File: src/rtl/pci_pkg.sv
// Shared definitions for the PCI write initiator.
//   pci_state_e   : FSM state encoding
//   CMD_MEM_*     : PCI bus command codes
//   DEF_*         : default burst length and data-phase timeout
//   clamp_len     : maps a requested phase count onto 1..max_burst
package pci_pkg;

    typedef enum logic [2:0] {
        ST_IDLE     = 3'd0,
        ST_REQ_WAIT = 3'd1,
        ST_ADDR     = 3'd2,
        ST_DATA     = 3'd3,
        ST_TURN     = 3'd4
    } pci_state_e;

    localparam logic [3:0] CMD_MEM_READ  = 4'b0110;
    localparam logic [3:0] CMD_MEM_WRITE = 4'b0111;

    localparam int DEF_MAX_BURST = 8;
    localparam int DEF_TIMEOUT   = 16;

    // A request of 0 still moves one word; anything above the burst limit is cut back.
    function automatic logic [4:0] clamp_len(input logic [3:0] len, input int max_burst);
        logic [4:0] l;
        l = {1'b0, len};
        if (l == 5'd0) begin
            l = 5'd1;
        end
        if (int'(l) > max_burst) begin
            l = 5'(max_burst);
        end
        return l;
    endfunction

endpackage

File: src/rtl/pci_initiator_if.sv
// Handshake and bus signals of the PCI write initiator.
//   master : the initiator itself (takes the request, drives REQ#/FRAME#/IRDY#/AD/CBE)
//   slave  : the surrounding system (requester, arbiter, bus and target)
interface pci_initiator_if;
    logic        start;
    logic [31:0] addr;
    logic [3:0]  cmd;
    logic [3:0]  len;
    logic [31:0] wdata;
    logic        GNT;
    logic        GLOBAL_FRAME;
    logic        GLOBAL_IRDY;
    logic        TRDY_GLOBAL;
    logic        REQ;
    logic        FRAME_OUT;
    logic        IRDY_OUT;
    logic [31:0] ad_out;
    logic [3:0]  cbe_out;
    logic        ad_oe;
    logic        data_ack;
    logic        busy;
    logic        done;
    logic        abort;

    modport master (
        input  start, addr, cmd, len, wdata, GNT, GLOBAL_FRAME, GLOBAL_IRDY, TRDY_GLOBAL,
        output REQ, FRAME_OUT, IRDY_OUT, ad_out, cbe_out, ad_oe, data_ack, busy, done, abort
    );

    modport slave (
        output start, addr, cmd, len, wdata, GNT, GLOBAL_FRAME, GLOBAL_IRDY, TRDY_GLOBAL,
        input  REQ, FRAME_OUT, IRDY_OUT, ad_out, cbe_out, ad_oe, data_ack, busy, done, abort
    );
endinterface

File: src/rtl/pci_timeout_ctr.sv
// Counts data-phase cycles that pass without the target accepting the word.
//   clk, rst   : clock, async active-high reset
//   i_clear    : return the count to zero (takes priority)
//   i_enable   : advance one count this cycle
//   o_expired  : the current cycle is the TIMEOUT-th consecutive counted cycle
module pci_timeout_ctr
    import pci_pkg::*;
#(
    parameter int TIMEOUT = DEF_TIMEOUT
) (
    input  logic clk,
    input  logic rst,
    input  logic i_clear,
    input  logic i_enable,
    output logic o_expired
);
    localparam int CW = (TIMEOUT > 1) ? $clog2(TIMEOUT) : 1;

    logic [CW-1:0] r_count;

    assign o_expired = (r_count == CW'(TIMEOUT - 1));

    always_ff @(posedge clk or posedge rst) begin
        if (rst) begin
            r_count <= '0;
        end else if (i_clear) begin
            r_count <= '0;
        end else if (i_enable && !o_expired) begin
            r_count <= r_count + 1'b1;
        end
    end
endmodule

File: src/rtl/pci_initiator.sv
// PCI write-burst initiator: requests the bus, drives one address phase and
// up to MAX_BURST data phases, ends normally or by master abort.
//   clk, rst : clock, async active-high reset
//   bus      : pci_initiator_if.master (request side, arbiter, bus handshakes, status)
//
// state    | meaning
// ---------+-----------------------------------------------------------
// IDLE     | waiting for start
// REQ_WAIT | REQ# low, waiting for grant with the bus idle
// ADDR     | address phase, FRAME# low, AD = addr, C/BE = cmd
// DATA     | data phases, IRDY# low; also the FRAME#-high cycle of an abort
// TURN     | bus released, done or abort reported
module pci_initiator
    import pci_pkg::*;
#(
    parameter int MAX_BURST = DEF_MAX_BURST,
    parameter int TIMEOUT   = DEF_TIMEOUT
) (
    input  logic               clk,
    input  logic               rst,
    pci_initiator_if.master    bus
);
    pci_state_e  r_state, w_state_nxt;
    logic [31:0] r_addr, w_addr_nxt;
    logic [3:0]  r_cmd, w_cmd_nxt;
    logic [4:0]  r_remaining, w_remaining_nxt;
    logic        r_abort_pend, w_abort_pend_nxt;

    logic        r_req, w_req;
    logic        r_frame, w_frame;
    logic        r_irdy, w_irdy;
    logic [31:0] r_ad_out, w_ad_out;
    logic [3:0]  r_cbe, w_cbe;
    logic        r_ad_oe, w_ad_oe;
    logic        r_data_ack, w_data_ack;
    logic        r_busy, w_busy;
    logic        r_done, w_done;
    logic        r_abort, w_abort;

    logic        w_phase_done;
    logic        w_tmo_clear;
    logic        w_tmo_en;
    logic        w_tmo_expired;

    // Once FRAME# has been raised for an abort, a late TRDY# no longer completes a phase.
    assign w_phase_done = (r_state == ST_DATA) && !r_irdy && !bus.TRDY_GLOBAL && !r_abort_pend;

    pci_timeout_ctr #(.TIMEOUT(TIMEOUT)) u_tmo (
        .clk       (clk),
        .rst       (rst),
        .i_clear   (w_tmo_clear),
        .i_enable  (w_tmo_en),
        .o_expired (w_tmo_expired)
    );

    always_comb begin
        w_state_nxt      = r_state;
        w_addr_nxt       = r_addr;
        w_cmd_nxt        = r_cmd;
        w_remaining_nxt  = r_remaining;
        w_abort_pend_nxt = r_abort_pend;
        w_req            = r_req;
        w_frame          = r_frame;
        w_irdy           = r_irdy;
        w_ad_out         = r_ad_out;
        w_cbe            = r_cbe;
        w_ad_oe          = r_ad_oe;
        w_busy           = r_busy;
        w_data_ack       = 1'b0;
        w_done           = 1'b0;
        w_abort          = 1'b0;
        w_tmo_clear      = 1'b1;
        w_tmo_en         = 1'b0;

        case (r_state)
            ST_IDLE: begin
                if (bus.start) begin
                    w_addr_nxt      = bus.addr;
                    w_cmd_nxt       = bus.cmd;
                    w_remaining_nxt = clamp_len(bus.len, MAX_BURST);
                    w_req           = 1'b0;
                    w_busy          = 1'b1;
                    w_state_nxt     = ST_REQ_WAIT;
                end
            end
            ST_REQ_WAIT: begin
                if (!bus.GNT && bus.GLOBAL_FRAME && bus.GLOBAL_IRDY) begin
                    w_frame     = 1'b0;
                    w_ad_out    = r_addr;
                    w_cbe       = r_cmd;
                    w_ad_oe     = 1'b1;
                    w_req       = 1'b1;
                    w_state_nxt = ST_ADDR;
                end
            end
            ST_ADDR: begin
                w_irdy      = 1'b0;
                w_ad_out    = bus.wdata;
                w_cbe       = 4'b0000;
                w_frame     = (r_remaining == 5'd1);
                w_state_nxt = ST_DATA;
            end
            ST_DATA: begin
                if (r_abort_pend) begin
                    w_irdy           = 1'b1;
                    w_frame          = 1'b1;
                    w_ad_oe          = 1'b0;
                    w_ad_out         = '0;
                    w_cbe            = 4'hF;
                    w_abort          = 1'b1;
                    w_abort_pend_nxt = 1'b0;
                    w_state_nxt      = ST_TURN;
                end else if (w_phase_done) begin
                    w_data_ack      = 1'b1;
                    w_remaining_nxt = r_remaining - 5'd1;
                    if (r_remaining == 5'd1) begin
                        w_irdy      = 1'b1;
                        w_frame     = 1'b1;
                        w_ad_oe     = 1'b0;
                        w_ad_out    = '0;
                        w_cbe       = 4'hF;
                        w_done      = 1'b1;
                        w_state_nxt = ST_TURN;
                    end else begin
                        // The next word is already on wdata; FRAME# rises as the last one goes out.
                        w_ad_out = bus.wdata;
                        w_frame  = (r_remaining == 5'd2);
                    end
                end else begin
                    w_tmo_clear = 1'b0;
                    w_tmo_en    = 1'b1;
                    if (w_tmo_expired) begin
                        w_frame          = 1'b1;
                        w_abort_pend_nxt = 1'b1;
                    end
                end
            end
            ST_TURN: begin
                w_busy      = 1'b0;
                w_state_nxt = ST_IDLE;
            end
            default: begin
                w_state_nxt = ST_IDLE;
            end
        endcase
    end

    always_ff @(posedge clk or posedge rst) begin
        if (rst) begin
            r_state      <= ST_IDLE;
            r_addr       <= '0;
            r_cmd        <= '0;
            r_remaining  <= '0;
            r_abort_pend <= 1'b0;
            r_req        <= 1'b1;
            r_frame      <= 1'b1;
            r_irdy       <= 1'b1;
            r_ad_out     <= '0;
            r_cbe        <= 4'hF;
            r_ad_oe      <= 1'b0;
            r_data_ack   <= 1'b0;
            r_busy       <= 1'b0;
            r_done       <= 1'b0;
            r_abort      <= 1'b0;
        end else begin
            r_state      <= w_state_nxt;
            r_addr       <= w_addr_nxt;
            r_cmd        <= w_cmd_nxt;
            r_remaining  <= w_remaining_nxt;
            r_abort_pend <= w_abort_pend_nxt;
            r_req        <= w_req;
            r_frame      <= w_frame;
            r_irdy       <= w_irdy;
            r_ad_out     <= w_ad_out;
            r_cbe        <= w_cbe;
            r_ad_oe      <= w_ad_oe;
            r_data_ack   <= w_data_ack;
            r_busy       <= w_busy;
            r_done       <= w_done;
            r_abort      <= w_abort;
        end
    end

    assign bus.REQ       = r_req;
    assign bus.FRAME_OUT = r_frame;
    assign bus.IRDY_OUT  = r_irdy;
    assign bus.ad_out    = r_ad_out;
    assign bus.cbe_out   = r_cbe;
    assign bus.ad_oe     = r_ad_oe;
    assign bus.data_ack  = r_data_ack;
    assign bus.busy      = r_busy;
    assign bus.done      = r_done;
    assign bus.abort     = r_abort;
endmodule
File: src/flat_wrapper.sv
// flat-port wrapper written by rule: the top's interface ports become plain ports
module pci_initiator_flat import pci_pkg::*;
#(
    parameter int MAX_BURST = DEF_MAX_BURST,
    parameter int TIMEOUT   = DEF_TIMEOUT
)
  (clk, rst, bus_start, bus_addr, bus_cmd, bus_len, bus_wdata, bus_GNT, bus_GLOBAL_FRAME, bus_GLOBAL_IRDY, bus_TRDY_GLOBAL, bus_REQ, bus_FRAME_OUT, bus_IRDY_OUT, bus_ad_out, bus_cbe_out, bus_ad_oe, bus_data_ack, bus_busy, bus_done, bus_abort);
  pci_initiator_if bus_i ();
  input  logic clk;
  input  logic rst;
  input wire logic [$bits(bus_i.start)-1:0] bus_start;
  input wire logic [$bits(bus_i.addr)-1:0] bus_addr;
  input wire logic [$bits(bus_i.cmd)-1:0] bus_cmd;
  input wire logic [$bits(bus_i.len)-1:0] bus_len;
  input wire logic [$bits(bus_i.wdata)-1:0] bus_wdata;
  input wire logic [$bits(bus_i.GNT)-1:0] bus_GNT;
  input wire logic [$bits(bus_i.GLOBAL_FRAME)-1:0] bus_GLOBAL_FRAME;
  input wire logic [$bits(bus_i.GLOBAL_IRDY)-1:0] bus_GLOBAL_IRDY;
  input wire logic [$bits(bus_i.TRDY_GLOBAL)-1:0] bus_TRDY_GLOBAL;
  output wire logic [$bits(bus_i.REQ)-1:0] bus_REQ;
  output wire logic [$bits(bus_i.FRAME_OUT)-1:0] bus_FRAME_OUT;
  output wire logic [$bits(bus_i.IRDY_OUT)-1:0] bus_IRDY_OUT;
  output wire logic [$bits(bus_i.ad_out)-1:0] bus_ad_out;
  output wire logic [$bits(bus_i.cbe_out)-1:0] bus_cbe_out;
  output wire logic [$bits(bus_i.ad_oe)-1:0] bus_ad_oe;
  output wire logic [$bits(bus_i.data_ack)-1:0] bus_data_ack;
  output wire logic [$bits(bus_i.busy)-1:0] bus_busy;
  output wire logic [$bits(bus_i.done)-1:0] bus_done;
  output wire logic [$bits(bus_i.abort)-1:0] bus_abort;
  assign bus_i.start = bus_start;
  assign bus_i.addr = bus_addr;
  assign bus_i.cmd = bus_cmd;
  assign bus_i.len = bus_len;
  assign bus_i.wdata = bus_wdata;
  assign bus_i.GNT = bus_GNT;
  assign bus_i.GLOBAL_FRAME = bus_GLOBAL_FRAME;
  assign bus_i.GLOBAL_IRDY = bus_GLOBAL_IRDY;
  assign bus_i.TRDY_GLOBAL = bus_TRDY_GLOBAL;
  assign bus_REQ = bus_i.REQ;
  assign bus_FRAME_OUT = bus_i.FRAME_OUT;
  assign bus_IRDY_OUT = bus_i.IRDY_OUT;
  assign bus_ad_out = bus_i.ad_out;
  assign bus_cbe_out = bus_i.cbe_out;
  assign bus_ad_oe = bus_i.ad_oe;
  assign bus_data_ack = bus_i.data_ack;
  assign bus_busy = bus_i.busy;
  assign bus_done = bus_i.done;
  assign bus_abort = bus_i.abort;
  pci_initiator #(.MAX_BURST(MAX_BURST), .TIMEOUT(TIMEOUT)) u_core (.clk(clk), .rst(rst), .bus(bus_i));
endmodule
File: config.mk
export PLATFORM = sky130hd
export DESIGN_NAME = pci_initiator_flat
export DESIGN_NICKNAME = d
export VERILOG_FILES = /design/src/rtl/pci_pkg.sv /design/src/rtl/pci_initiator_if.sv /design/src/rtl/pci_timeout_ctr.sv /design/src/rtl/pci_initiator.sv /design/src/flat_wrapper.sv
export SDC_FILE = /design/constraint.sdc
export NUM_CORES = 1
export LEC_CHECK = 0
export CAP_MARGIN = 20
export CORE_MARGIN = 3
export CORE_UTILIZATION = 47
export DETAILED_ROUTE_END_ITERATION = 6
export MAX_ROUTING_LAYER = met4
export PLACE_DENSITY_LB_ADDON = 0.3
export SYNTH_ARGS = -nofsm -noshare
export SYNTH_HDL_FRONTEND = slang
export SYNTH_HIERARCHICAL = 1
export SYNTH_SLANG_ARGS = --single-unit
File: constraint.sdc
create_clock -name clk -period 3.6 [get_ports clk]
set_input_delay 0.72 -clock clk [delete_from_list [all_inputs] [get_ports clk]]
set_output_delay 0.72 -clock clk [all_outputs]
set_load 0.05 [all_outputs]
Word level (Yosys, flattened, before mapping)
Cells that the tools add are included.

Add/sub/neg operators: 2. Order comparisons: 1. Eq/ne operators: 14. Multiplexer cells: 62. Reductions and logical operators: 30.

Operator list (number): $mux W32 (4); $pmux W32 S3 (1); $mux W1 (31); $mux W5 (6); $mux W4 (7); $reduce_and A4 Y1 (4); $mux W3 (5); $pmux W3 S4 (1); $pmux W4 S3 (1); $reduce_and A3 Y1 (4); $reduce_bool A2 Y1 (6); $pmux W5 S2 (1); $pmux W1 S2 (4); $eq A3 B2 Y1 const B (2); $logic_and A1 B1 Y1 (6); $eq A5 B1 Y1 const B (1); $eq A5 B2 Y1 const B (1); $gt A5 B4 Y1 const B (1); $logic_not A1 Y1 (5); $sub A5 B1 Y5 const B (1); $add A4 B1 Y4 const B (1); $eq A4 B4 Y1 const B (1); $logic_not A4 Y1 (1); $ne A2 B1 Y1 const B (2); other kinds (10) (12).

Register bits: 93. Output and inout port bits: 44.

Depth between registers and ports, before layout
Word-level depth: 10. Depth in mapped cells: 7. Mapped depth without buffers: 6.

Cells and area by module
The synthesis kept the hierarchy.

Modules (own cells, without submodules): pci_initiator (instances 1, cells each 335, area an instance 3867.5 µm², seq. area each 2235.9 µm²); pci_timeout_ctr (instances 1, cells each 21, area an instance 232.7 µm², seq. area each 100.1 µm²).

Worst setup path after synthesis
OpenSTA, ideal clock, no wires.

Path type: input -> register. Start point: input bus_start. End point: register u_core.r_addr[21]. Arrival: 1.756 ns. Path slack: 1.719 ns. Stages: 4. Path through: nor4b_2 -> buf_2 -> buf_2 -> mux2_2.

Word-level cells in the longest chain between the ends: 1.

Ends and longest elaborated chain: from (decl) (RTL line flat_wrapper.sv:11) `input wire logic [$bits(bus_i.start)-1:0] bus_start;`; $reduce_and A2 Y1 (no line); to (signal assigned) (RTL line pci_initiator.sv:167) `r_addr <= w_addr_nxt;`; to (decl) (RTL line pci_initiator.sv:24) `logic [31:0] r_addr, w_addr_nxt;`.

No other way between the ends. A chain may end at the register's enable or synchronous reset.

Worst setup path after layout
Start point: register u_core.r_irdy (netlist: u_core/bus.IRDY_OUT). End point: output bus_IRDY_OUT.

RTL lines: from (decl) (RTL line pci_initiator.sv:31) `logic r_irdy, w_irdy;`; from (signal assigned) (RTL line pci_initiator.sv:173) `r_irdy <= w_irdy;`; to (decl) (RTL line flat_wrapper.sv:22) `output wire logic [$bits(bus_i.IRDY_OUT)-1:0] bus_IRDY_OUT;`.

No word-level cell between the ends.

==> summary.md <==
| Metric | Value |
|---|---|
| Fin Clk Skew | 0.0101 ns |
| GPL Wtd Cong | 0.863 |
| WL final | 9530 µm |
| Remaining DRCs | 0 |
| Cells along the critical path | clkdlybuf4s50_1 |
| Initial antenna violation count | 0 |
| DR vias/cell | 5.44 |
| PortBufs | 122 |
| # setup viols final | 0 |
| Crit Path Class | reg2out |
| Unrepaired setup endpoints after global routing | false |
| Max Root-Sink Buffers | 2 |
| Fin util | 67.4% |
| Number of diodes | 0 |
| # nets final | 557 |
| Hold Buf Count CTS | 0 |
| I/O pins | 123 |
| Synth Instances | 356 |
| Outcome | finished clean |
| Slowest stage delay, CP | 0.80 ns |
| Area occupied by registers | 2340 µm² |
| Post-synth EDFFs | 0 |
| Arrival time at the worst endpoint | 1.70 ns |
| Grt total ovfl | 0 |
| # rows | 33 |
| Cell-internal power | 3.04 mW |
| Die Span X | 99.4 µm |
| Relative slew slack | 52.3% |
| Yosys top cell area share | 52.5% |
| First-pass GRT wire length | 16300 µm |
| Initial DRC count | 112 |
| Sequential fraction of the synthesis area | 57.0% |
| FILL cells | 648 |
| Share of total power in sequential cells | 35.0% |
| Post-route ant nets | 0 |
| Initial core utilization | 49.2% |
| Slowest cell on crit path | clkdlybuf4s50_1 |
| Area leader, netlist | dfrtp_1 |
| Total power | 5.42 mW |
| Most common cell after layout, fill and taps aside | clkdlybuf4s50_1 |
| Vias in the first global route | 3277 |
| Clk sinks | 93 |
| Yosys reg bits | 93 |
| Die span in y | 99.4 µm |
| Final period util | 67.1% |
| Psw | 2.38 mW |
| TritonRoute pass-1 iters | 4 |
| Cell Pwr Density | 964 nW/µm² |
| Required time worst endpoint | 2.88 ns |
| Syn avg cell area | 11.5 µm² |
| Commonest cells after routing, fill and taps aside | 122 x clkdlybuf4s50_1, 86 x dfrtp_1, 45 x nor2_1, 44 x a21oi_1, 37 x mux2_2 |
| Ys async rst share | 100% |
| Multi-input logic area | 1610 µm² |
| Gr usage total | 21.2% |
| TNS Setup | 0 ns |
| Clk_lat worst skew | 0.35 ns |
| Mapped Area | 4100 µm² |
| TritonCTS buffer count | 9 |
| Root Buffer Master | clkbuf_8 |
| Yosys cell types | 46 |
| Top Family by Delay on Critical Path | buffers and inverters |
| Flop-to-flop setup slack | 1.43 ns |
| Endpoint type of the worst setup path | primary output |
| Post_cts resized | 0 |
| Syn_nets | 439 |
| DR WL/cell | 16.3 µm |
| CTS H-tree depth | 3 |
| Final Hold Vio Count | 0 |
| Share of post-route cells with drive strength above 1 | 16.9% |
| Least-Margin Pin Slew | 0.712 ns |
| Synth-to-Final Area Change | 37.0% |
| IR drop worst, VDD | 0.465 mV |
| Max Freq | 414 MHz |
| Routed vias | 3178 |
| DP HPWL | 6700 µm |
| Die ar. | 9880 µm² |
| Buffer and inverter count on the worst path | 1 |
| Max FO, Critical Path | 4 |
| Switch share | 43.9% |
| Pin count of the biggest net entering global routing | 90 |
| Clk network pwr share | 13.2% |
| Core area | 8340 µm² |
| Tmin final | 2.42 ns |
| Clk slew on worst S/H paths | 0.08 ns |
| P_leak | 2.32 nW |
| Pins Over Slew Limit | 0 |
| Combinational Power Share | 51.8% |
| Synth area leaders | dfrtp_1 52%, mux2_2 10%, a22oi_1 5.9%, a21oi_1 5.4%, dfstp_2 4.5% |
| Ys Warns | 6 |
| Main flop type after synthesis | dfrtp_1 |
| TritonCTS clock tree | built |
| Max-Cap Viols | 0 |
| Post-CTS setup buffers | 0 |
| Startpoint types | flip-flop |
| Worst hold path type | reg2reg |
through the flow:
stage	worst slack, ns	hold WS [ns]	instance area [µm²]	cells
floorplan	0.585	0.481	4100	356
global placement	0.900	0.482	5410	568
detailed placement	0.878	0.473	5410	568
CTS	1.16	0.487	5620	584
global route	1.12	0.504	5620	584
finish	1.18	0.485	5620	584
cell families after synthesis:
kind of cell | share of synthesized area, %
AOI/OAI and AO/OA | 16.7
muxes | 10.8
adders and majority gates | 1.22
xor gates and xnor gates | 0.214
buffers and inverters | 4.00
DFF | 57.0
and+or+nand+nor | 10.2
cells in the mapped netlist (all sizes together) (2+ instances only):
| library cell | number |
|---|---|
| a21oi | 44 |
| a22oi | 32 |
| a31oi | 2 |
| and3 | 2 |
| buf | 18 |
| clkbuf | 5 |
| dfrtp | 86 |
| dfstp | 7 |
| ha | 4 |
| inv | 10 |
| mux2 | 38 |
| nand2 | 4 |
| nand2b | 3 |
| nand4 | 2 |
| nor2 | 45 |
| nor2b | 2 |
| nor3 | 4 |
| nor3b | 2 |
| nor4 | 3 |
| nor4b | 2 |
| o21ai | 18 |
| o31ai | 2 |
| or2 | 3 |
state kept, by name, indices dropped and copies added (netlist names):
name                  count
u_core/bus.FRAME_OUT      1
u_core/bus.IRDY_OUT       1
u_core/bus.REQ            1
u_core/bus.abort          1
u_core/bus.ad_oe          1
u_core/bus.ad_out        32
u_core/bus.busy           1
u_core/bus.cbe_out        4
u_core/bus.data_ack       1
u_core/bus.done           1
u_core/r_abort_pend       1
u_core/r_addr            32
u_core/r_cmd              4
u_core/r_remaining        5
u_core/r_state            3
u_core/u_tmo/r_count      4
layout make-up:
type / count / share of cell area (%)
clock buffers: 11 / 2.69
multi-input cells: 230 / 28.6
inverters: 10 / 0.690
repair buffers: 130 / 23.0
well taps: 105 / 2.34
clock inverters: 5 / 1.05
flip-flops and latches: 93 / 41.6
worst paths after layout:
check | to | depth (start not counted) | from
max in group asynchronous | u_core/bus.cbe_out[3] | 3 | rst
hold reg to reg | u_core/bus.REQ | 2 | u_core/bus.REQ
hold / removal | u_core/bus.REQ | 2 | u_core/bus.REQ
setup reg to reg | u_core/bus.ad_out[25] | 5 | u_core/r_state[2]
min in group asynchronous | u_core/u_tmo/r_count[0] | 2 | rst
setup / recovery | bus_IRDY_OUT | 1 | u_core/bus.IRDY_OUT
power by group through the flow:
stage                     clock network [mW]  logic, mW  registers [mW]
after CTS                              0.742       2.83            1.90
after global placement                     0       2.76            1.89
after floorplan                            0       1.29            2.60
final                                  0.718       2.81            1.90
after global routing                   0.795       3.01            1.97
after detailed placement                   0       2.83            1.91
layer usage:
layer | wire length [µm] | global-route usage, % | up-vias
met1 | 4230 | 28.4 | 1571
met2 | 4720 | 33.6 | 88
met5 | 0 | - | -
met3 | 453 | 2.66 | 9
li1 | - | - | 1510
met4 | 121 | 6.93 | 0
Note: power is estimated with default switching activity, not from simulation.
